`config.mk`:
```
export PLATFORM = sky130hd
export DESIGN_NAME = pulse_period_meter
export DESIGN_NICKNAME = d
export VERILOG_FILES = /design/src/rtl/pulse_period_meter.sv
export SDC_FILE = /design/constraint.sdc
export NUM_CORES = 1
export LEC_CHECK = 0
export BUFFER_PORTS_ARGS = -buffer_cell sky130_fd_sc_hd__buf_2
export CORE_UTILIZATION = 50
export CTS_CLUSTER_SIZE = 40
export DETAILED_ROUTE_END_ITERATION = 12
export PLACE_DENSITY_LB_ADDON = 0.12
export SYNTH_ARGS = -nofsm -noshare
export SYNTH_HDL_FRONTEND = slang
export SYNTH_SLANG_ARGS = --single-unit
```
`constraint.sdc`:
```
create_clock -name CLK -period 4.7 [get_ports CLK]
set_input_delay 0.705 -clock CLK [delete_from_list [all_inputs] [get_ports CLK]]
set_output_delay 0.705 -clock CLK [all_outputs]
set_load 0.01 [all_outputs]
```
`src/rtl/pulse_period_meter.sv`:
```
// rtl/pulse_period_meter.sv - heartbeat interval meter: sync, debounce, tick counter, status
// Optional feature: define PULSE_METER_AVG_EN to report the mean of the last two intervals.
module pulse_period_meter #(
    parameter int CLK_DIV  = 4,
    parameter int DEBOUNCE = 3
) (
    input  logic       CLK,
    input  logic       RESET,
    input  logic       PULSE_IN,
    input  logic       ACK,
    output logic [7:0] PERIOD,
    output logic [7:0] STATUS
);

    localparam logic [15:0] PRESC_MAX = 16'(CLK_DIV - 1);
    localparam logic [7:0]  DEB_MAX   = 8'(DEBOUNCE - 1);
    localparam logic [7:0]  CNT_SAT   = 8'hFF;

    typedef enum logic {
        IDLE  = 1'b0,
        ARMED = 1'b1
    } state_t;

    state_t      state_q, state_d;

    logic        sync1_q, sync2_q;
    logic        deb_level_q, deb_prev_q;
    logic [7:0]  deb_cnt_q;
    logic [15:0] presc_q;
    logic [7:0]  cnt_q;
    logic [7:0]  period_q, period_d;
    logic        valid_q, ovf_q, miss_q;

    logic        beat;
    logic        tick;
    logic        measure;

    always_ff @(posedge CLK or posedge RESET) begin
        if (RESET) begin
            sync1_q <= 1'b0;
            sync2_q <= 1'b0;
        end else begin
            sync1_q <= PULSE_IN;
            sync2_q <= sync1_q;
        end
    end

    // Any sample agreeing with the accepted level restarts the stability count.
    always_ff @(posedge CLK or posedge RESET) begin
        if (RESET) begin
            deb_level_q <= 1'b0;
            deb_cnt_q   <= 8'd0;
            deb_prev_q  <= 1'b0;
        end else begin
            deb_prev_q <= deb_level_q;
            if (sync2_q == deb_level_q) begin
                deb_cnt_q <= 8'd0;
            end else if (deb_cnt_q == DEB_MAX) begin
                deb_level_q <= sync2_q;
                deb_cnt_q   <= 8'd0;
            end else begin
                deb_cnt_q <= deb_cnt_q + 8'd1;
            end
        end
    end

    assign beat = deb_level_q & ~deb_prev_q;
    assign tick = (presc_q == PRESC_MAX);

    // The beat cycle itself is prescaler phase 0, so the register resumes at phase 1.
    always_ff @(posedge CLK or posedge RESET) begin
        if (RESET) begin
            presc_q <= 16'd0;
        end else if (beat) begin
            presc_q <= 16'd1;
        end else if (tick) begin
            presc_q <= 16'd0;
        end else begin
            presc_q <= presc_q + 16'd1;
        end
    end

    always_ff @(posedge CLK or posedge RESET) begin
        if (RESET) begin
            cnt_q <= 8'd0;
        end else if (beat) begin
            cnt_q <= 8'd0;
        end else if (tick && (cnt_q != CNT_SAT)) begin
            cnt_q <= cnt_q + 8'd1;
        end
    end

    always_ff @(posedge CLK or posedge RESET) begin
        if (RESET) begin
            state_q <= IDLE;
        end else begin
            state_q <= state_d;
        end
    end

    always_comb begin
        state_d = state_q;
        measure = 1'b0;
        case (state_q)
            IDLE: begin
                if (beat) begin
                    state_d = ARMED;
                end
            end
            ARMED: begin
                measure = beat;
            end
            default: state_d = IDLE;
        endcase
    end

`ifdef PULSE_METER_AVG_EN
    logic [7:0] prev_cnt_q;
    logic       have_prev_q;
    logic [8:0] sum;

    assign sum = {1'b0, cnt_q} + {1'b0, prev_cnt_q};

    always_ff @(posedge CLK or posedge RESET) begin
        if (RESET) begin
            prev_cnt_q  <= 8'd0;
            have_prev_q <= 1'b0;
        end else if (measure) begin
            prev_cnt_q  <= cnt_q;
            have_prev_q <= 1'b1;
        end
    end

    always_comb begin
        period_d = cnt_q;
        if (have_prev_q) begin
            period_d = 8'(sum >> 1);
        end
    end
`else
    always_comb begin
        period_d = cnt_q;
    end
`endif

    // An ACK in the same cycle consumes the old VALID, so a coinciding beat is not a miss.
    always_ff @(posedge CLK or posedge RESET) begin
        if (RESET) begin
            period_q <= 8'd0;
            valid_q  <= 1'b0;
            ovf_q    <= 1'b0;
            miss_q   <= 1'b0;
        end else begin
            if (measure) begin
                period_q <= period_d;
                ovf_q    <= (cnt_q == CNT_SAT);
            end
            valid_q <= measure | (valid_q & ~ACK);
            miss_q  <= ~ACK & (miss_q | (measure & valid_q));
        end
    end

    assign PERIOD = period_q;
    assign STATUS = {4'b0000, miss_q, (state_q == ARMED), ovf_q, valid_q};

endmodule
```
# Word level (Yosys, flattened, before mapping)
# Cells that the tools add are included.
[op_classes] add_sub_neg=3 mul=0 n_div=0 n_lt_le_gt_ge=0 eq_ne=5 n_shift=0 muxes=9 n_bitwise=9 reduce_logical=3
[op_table] op="two-way mux 16 bit" count=2
[op_table] op="two-way mux 8 bit" count=4
[op_table] op="adder 16 x 1 -> 16 bit, second input constant" count=1
[op_table] op="adder 8 x 1 -> 8 bit, second input constant" count=2
[op_table] op="== test 16 x 2 -> 1 bit, second input constant" count=1
[op_table] op="== test 8 x 2 -> 1 bit, second input constant" count=1
[op_table] op="== test 8 bit, second input constant" count=1
[op_table] op="!= test 8 bit, second input constant" count=1
[op_table] op="bitwise AND 1 bit" count=4
[op_table] op="two-way mux 1 bit" count=3
[op_table] op="NOT 1 bit" count=3
[op_table] op="bitwise OR 1 bit" count=2
[op_table] op="AND reduction 2 bit" count=1
[op_table] op="nonzero test 2 bit" count=1
[op_table] op="== test 1 bit" count=1
[op_table] op="logical AND 1 bit" count=1
[totals] ff_bits=48 latchBits=0 mem_bits_rw=0 romBits=0 input_bits=4 out_inout_bits=16 word_cells=41 memories=0

# Depth between registers and ports, before layout
[depth] ltp_word=6 ltp_mapped=7 depth_no_buf=6

# Worst setup path before layout
# OpenSTA, ideal clock, no wires.
[synth_path] kind="flip-flop to flip-flop" startpoint="reg deb_cnt_q[0]" endpoint="reg deb_level_q" setup_ns=0.125 t_arrival_ns=1.695 required_ns=4.575 path_slack_ns=2.880 path_stages_with_launch=6 n_path_buf=0 period_less_slack_ns=1.820 path_cell_list="dfrtp_1 inv_1 ha_1 or4b_1 or4_4 mux2_4"
[synth_between] elab_chain_len=2
[synth_rtl] element="from (decl)" line="28" source="logic [7:0] deb_cnt_q;"
[synth_rtl] element="from (signal assigned)" line="62" source="deb_cnt_q <= deb_cnt_q + 8'd1;"
[synth_rtl] element="== test 8 x 2 -> 1 bit" line="58" source="end else if (deb_cnt_q == DEB_MAX) begin"
[synth_rtl] element="AND reduction 2 bit (no line)"
[synth_rtl] element="to (signal assigned)" line="59" source="deb_level_q <= sync2_q;"
[synth_rtl] element="to (decl)" line="27" source="logic deb_level_q, deb_prev_q;"
# No other way between the ends.
# A chain may end at the register's enable or synchronous reset.

# Worst setup path after layout
[layout_path] startpoint="reg presc_q[0]" endpoint="reg cnt_q[5]"
[layout_between] elab_chain_len=3
[layout_rtl] element="from (decl)" line="29" source="logic [15:0] presc_q;"
[layout_rtl] element="from (signal assigned)" line="79" source="presc_q <= presc_q + 16'd1;"
[layout_rtl] element="== test 16 x 2 -> 1 bit" line="68" source="assign tick = (presc_q == PRESC_MAX);"
[layout_rtl] element="logical AND 1 bit" line="88" source="end else if (tick && (cnt_q != CNT_SAT)) begin"
[layout_rtl] element="nonzero test 2 bit (no line)"
[layout_rtl] element="to (signal assigned)" line="89" source="cnt_q <= cnt_q + 8'd1;"
[layout_rtl] element="to (decl)" line="30" source="logic [7:0] cnt_q;"
# No other way between the ends.

==> flow_summary.toml <==
[grt]
antenna_found_initial = 0
grt_pass1_wl_um = 6472
grt_overflow_total = 0
grt_max_degree = 49
track_usage_pct = 18.96
first_global_vias = 1429

[timing]
timing.hold.ws_ns = 0.3522
fin_crit_sh_pct = 47.04
timing.setup.tns_ns = 0
tightest_slew_ns = 0.7508
finalWorstSetupSlack_ns = 2.489
finalMaxSlewViolations = 0
rsz0062_at_grt = "no"
max_slew_margin_pct = 49.84
hold_violations = 0
min_period_ns = 2.211
setup_viol = 0
max_freq_ghz = 0.4524
fin_skew_ns = 0.003979

[logic_synthesis]
synthCells = 208
synth-main-ff-cell = "dfrtp_1"
synth-seq-area-share_pct = 54.11
synth_common_cells = "48 x dfrtp_1, 26 x nor2_1, 15 x xnor2_1"
synthesis.area_um2 = 2220
async_flop_share_pct = 100.0
netlist.area_leader.share_pct = 54.11
ys_types = 33
synth.most_common_cell = "dfrtp_1"
synth_top_area_cell = "dfrtp_1"
synth_edf_count = 0
synth_seq_cells = 48
ys_top_cells_by_area = "dfrtp_1 54%, xnor2_1 5.9%, nor2_1 4.4%, mux2_2 4.1%, nand3_1 2.9%"
ys.warnings.count = 0
syn-mean-instance-area_um2 = 10.67

[setup_path]
critPathTopFamily = "simple AND/OR/NAND/NOR gates"
path_class = "flip-flop to flip-flop"
crit_path_cell_trace = "ha_1 -> nor4b_2 -> nand4_1 -> or4_1 -> a21oi_1"
cp-end-kind = "flip-flop"
critical_path.max_stage_delay_ns = 0.66
arrival_ns = 2.44
cpMaxStageDelayCell = "or4_1"
path_buf_inv = 0
start_kind = "flip-flop"
cp_max_fo = 14
cp.required_ns = 4.93

[finish]
area_growth_pct = 8.343
fin_nets = 229
final_util_pct = 58.03
drive_above_1_share_pct = 16.22
antenna_cells = 0

[clock_network]
cts_setup_buffers = 0
clk_pin_slew_worst_paths_ns = 0.09
postCtsHoldBufs = 0
cts_sinks = 48
htree_levels = 2
cts_buffers = 5
post_cts_resized = 0
cts_tree = "yes"
cts.path.max_buffers = 2
insertion_delay_ns = 0.29
cts_root_buffer = "clkbuf_8"

[die]
die_area_um2 = 4709
start_util_pct = 53.56
io_pins = 20
coreArea_um2 = 4144
die_w_um = 68.63
die_y_um = 68.63
num_rows = 23

[detailed_routing]
first_pass_iters = 4
viasPerCell = 5.603
routed_wl_um = 3920
num_vias = 1524
route.antenna.remaining_nets = 0
wl_per_cell_um = 14.41
detail_route.iter0.violations = 50
drc_errors = 0

[power]
vdd_drop_max_mv = 0.2844
finalPower_mw = 1.062
power.leakage_nw = 1.090
power.density_nw_per_um2 = 441.8

[run]
max-cap-violations = 0

[placed_design]
io_buffer_count = 15
post-place-ws_ns = 2.562
gp_congestion = 0.7739
dp_hpwl_um = 2683

[outcome]
outcome = "finished clean"

[hold_path]
hp-class = "flip-flop to flip-flop"
[where the power goes]
part	leakage [nW]	total, mW	switching, mW	internal (mW)
Clock	0.0541	0.293	0.135	0.157
Combinational	0.391	0.256	0.162	0.0948
Sequential	0.645	0.513	0.0477	0.466
[flip-flops by register name, summed over array words and instances, names as in the netlist]
register     flops
sync1_q          1
sync2_q          1
miss_q           1
deb_level_q      1
PERIOD           8
state_q          1
deb_prev_q       1
deb_cnt_q        8
cnt_q            8
presc_q         16
valid_q          1
ovf_q            1
[final cells by class]
type,instances,area [um2]
Sequential cell,48,1201
Inverter,7,26.28
Clock inverter,3,42.54
Fill cell,364,1739
Clock buffer,5,68.82
Timing Repair Buffer,16,82.58
Tap cell,50,62.56
Multi-Input combinational cell,143,920.9
[final timing paths]
check / from / to / slack (ns) / depth (start not counted)
worst min-delay path: sync1_q / sync2_q / 0.35 / 0
worst max register to register: presc_q[0] / cnt_q[5] / 2.49 / 5
worst max-delay path: presc_q[0] / cnt_q[5] / 2.49 / 5
min in group asynchronous: RESET / presc_q[10] / 0.55 / 3
max in group asynchronous: RESET / deb_cnt_q[0] / 3.76 / 3
worst min register to register: sync1_q / sync2_q / 0.35 / 0
[through the flow]
stage | cell area [um2] | instances
final | 2405 | 272
after global routing | 2405 | 272
after CTS | 2405 | 272
after detailed placement | 2293 | 264
after global placement | 2293 | 264
after floorplan | 2231 | 211
[logic make-up (layout without fill, tap and decap cells)]
logic type	count (synthesis)	after routing	share of synthesized area [%]
multiplexers	9	9	4.735
buffers and inverters	20	31	4.904
AND/OR/NAND/NOR	86	86	20.58
XOR/XNOR	21	21	8.287
AO/OA/AOI/OAI	19	19	4.960
adder cells (fa/ha/maj)	4	4	2.255
other	1	4	0.1689
flip-flops	48	48	54.11
[per-layer routing]
metal  global-route usage, %  up-vias  part of all wire [%]
met5                       0        -                     0
met4                   5.469        0                  0.87
met3                   4.934        4                   2.8
met2                   32.48       28                    50
met1                   23.41      754                    46
li1                        -      738                     -
[cell usage in the layout, fill, tap and decap left out, types with 6 or more instances in the layout]
cell / n
xor2_1: 6
nand2_1: 9
mux2_2: 8
inv_1: 6
a21oi_1: 7
nand3_1: 13
and3_1: 6
buf_2: 15
nor2_1: 26
xnor2_1: 15
nor4_1: 6
nor3_1: 6
dfrtp_1: 48
No activity file was read; power rests on OpenSTA's default activity.
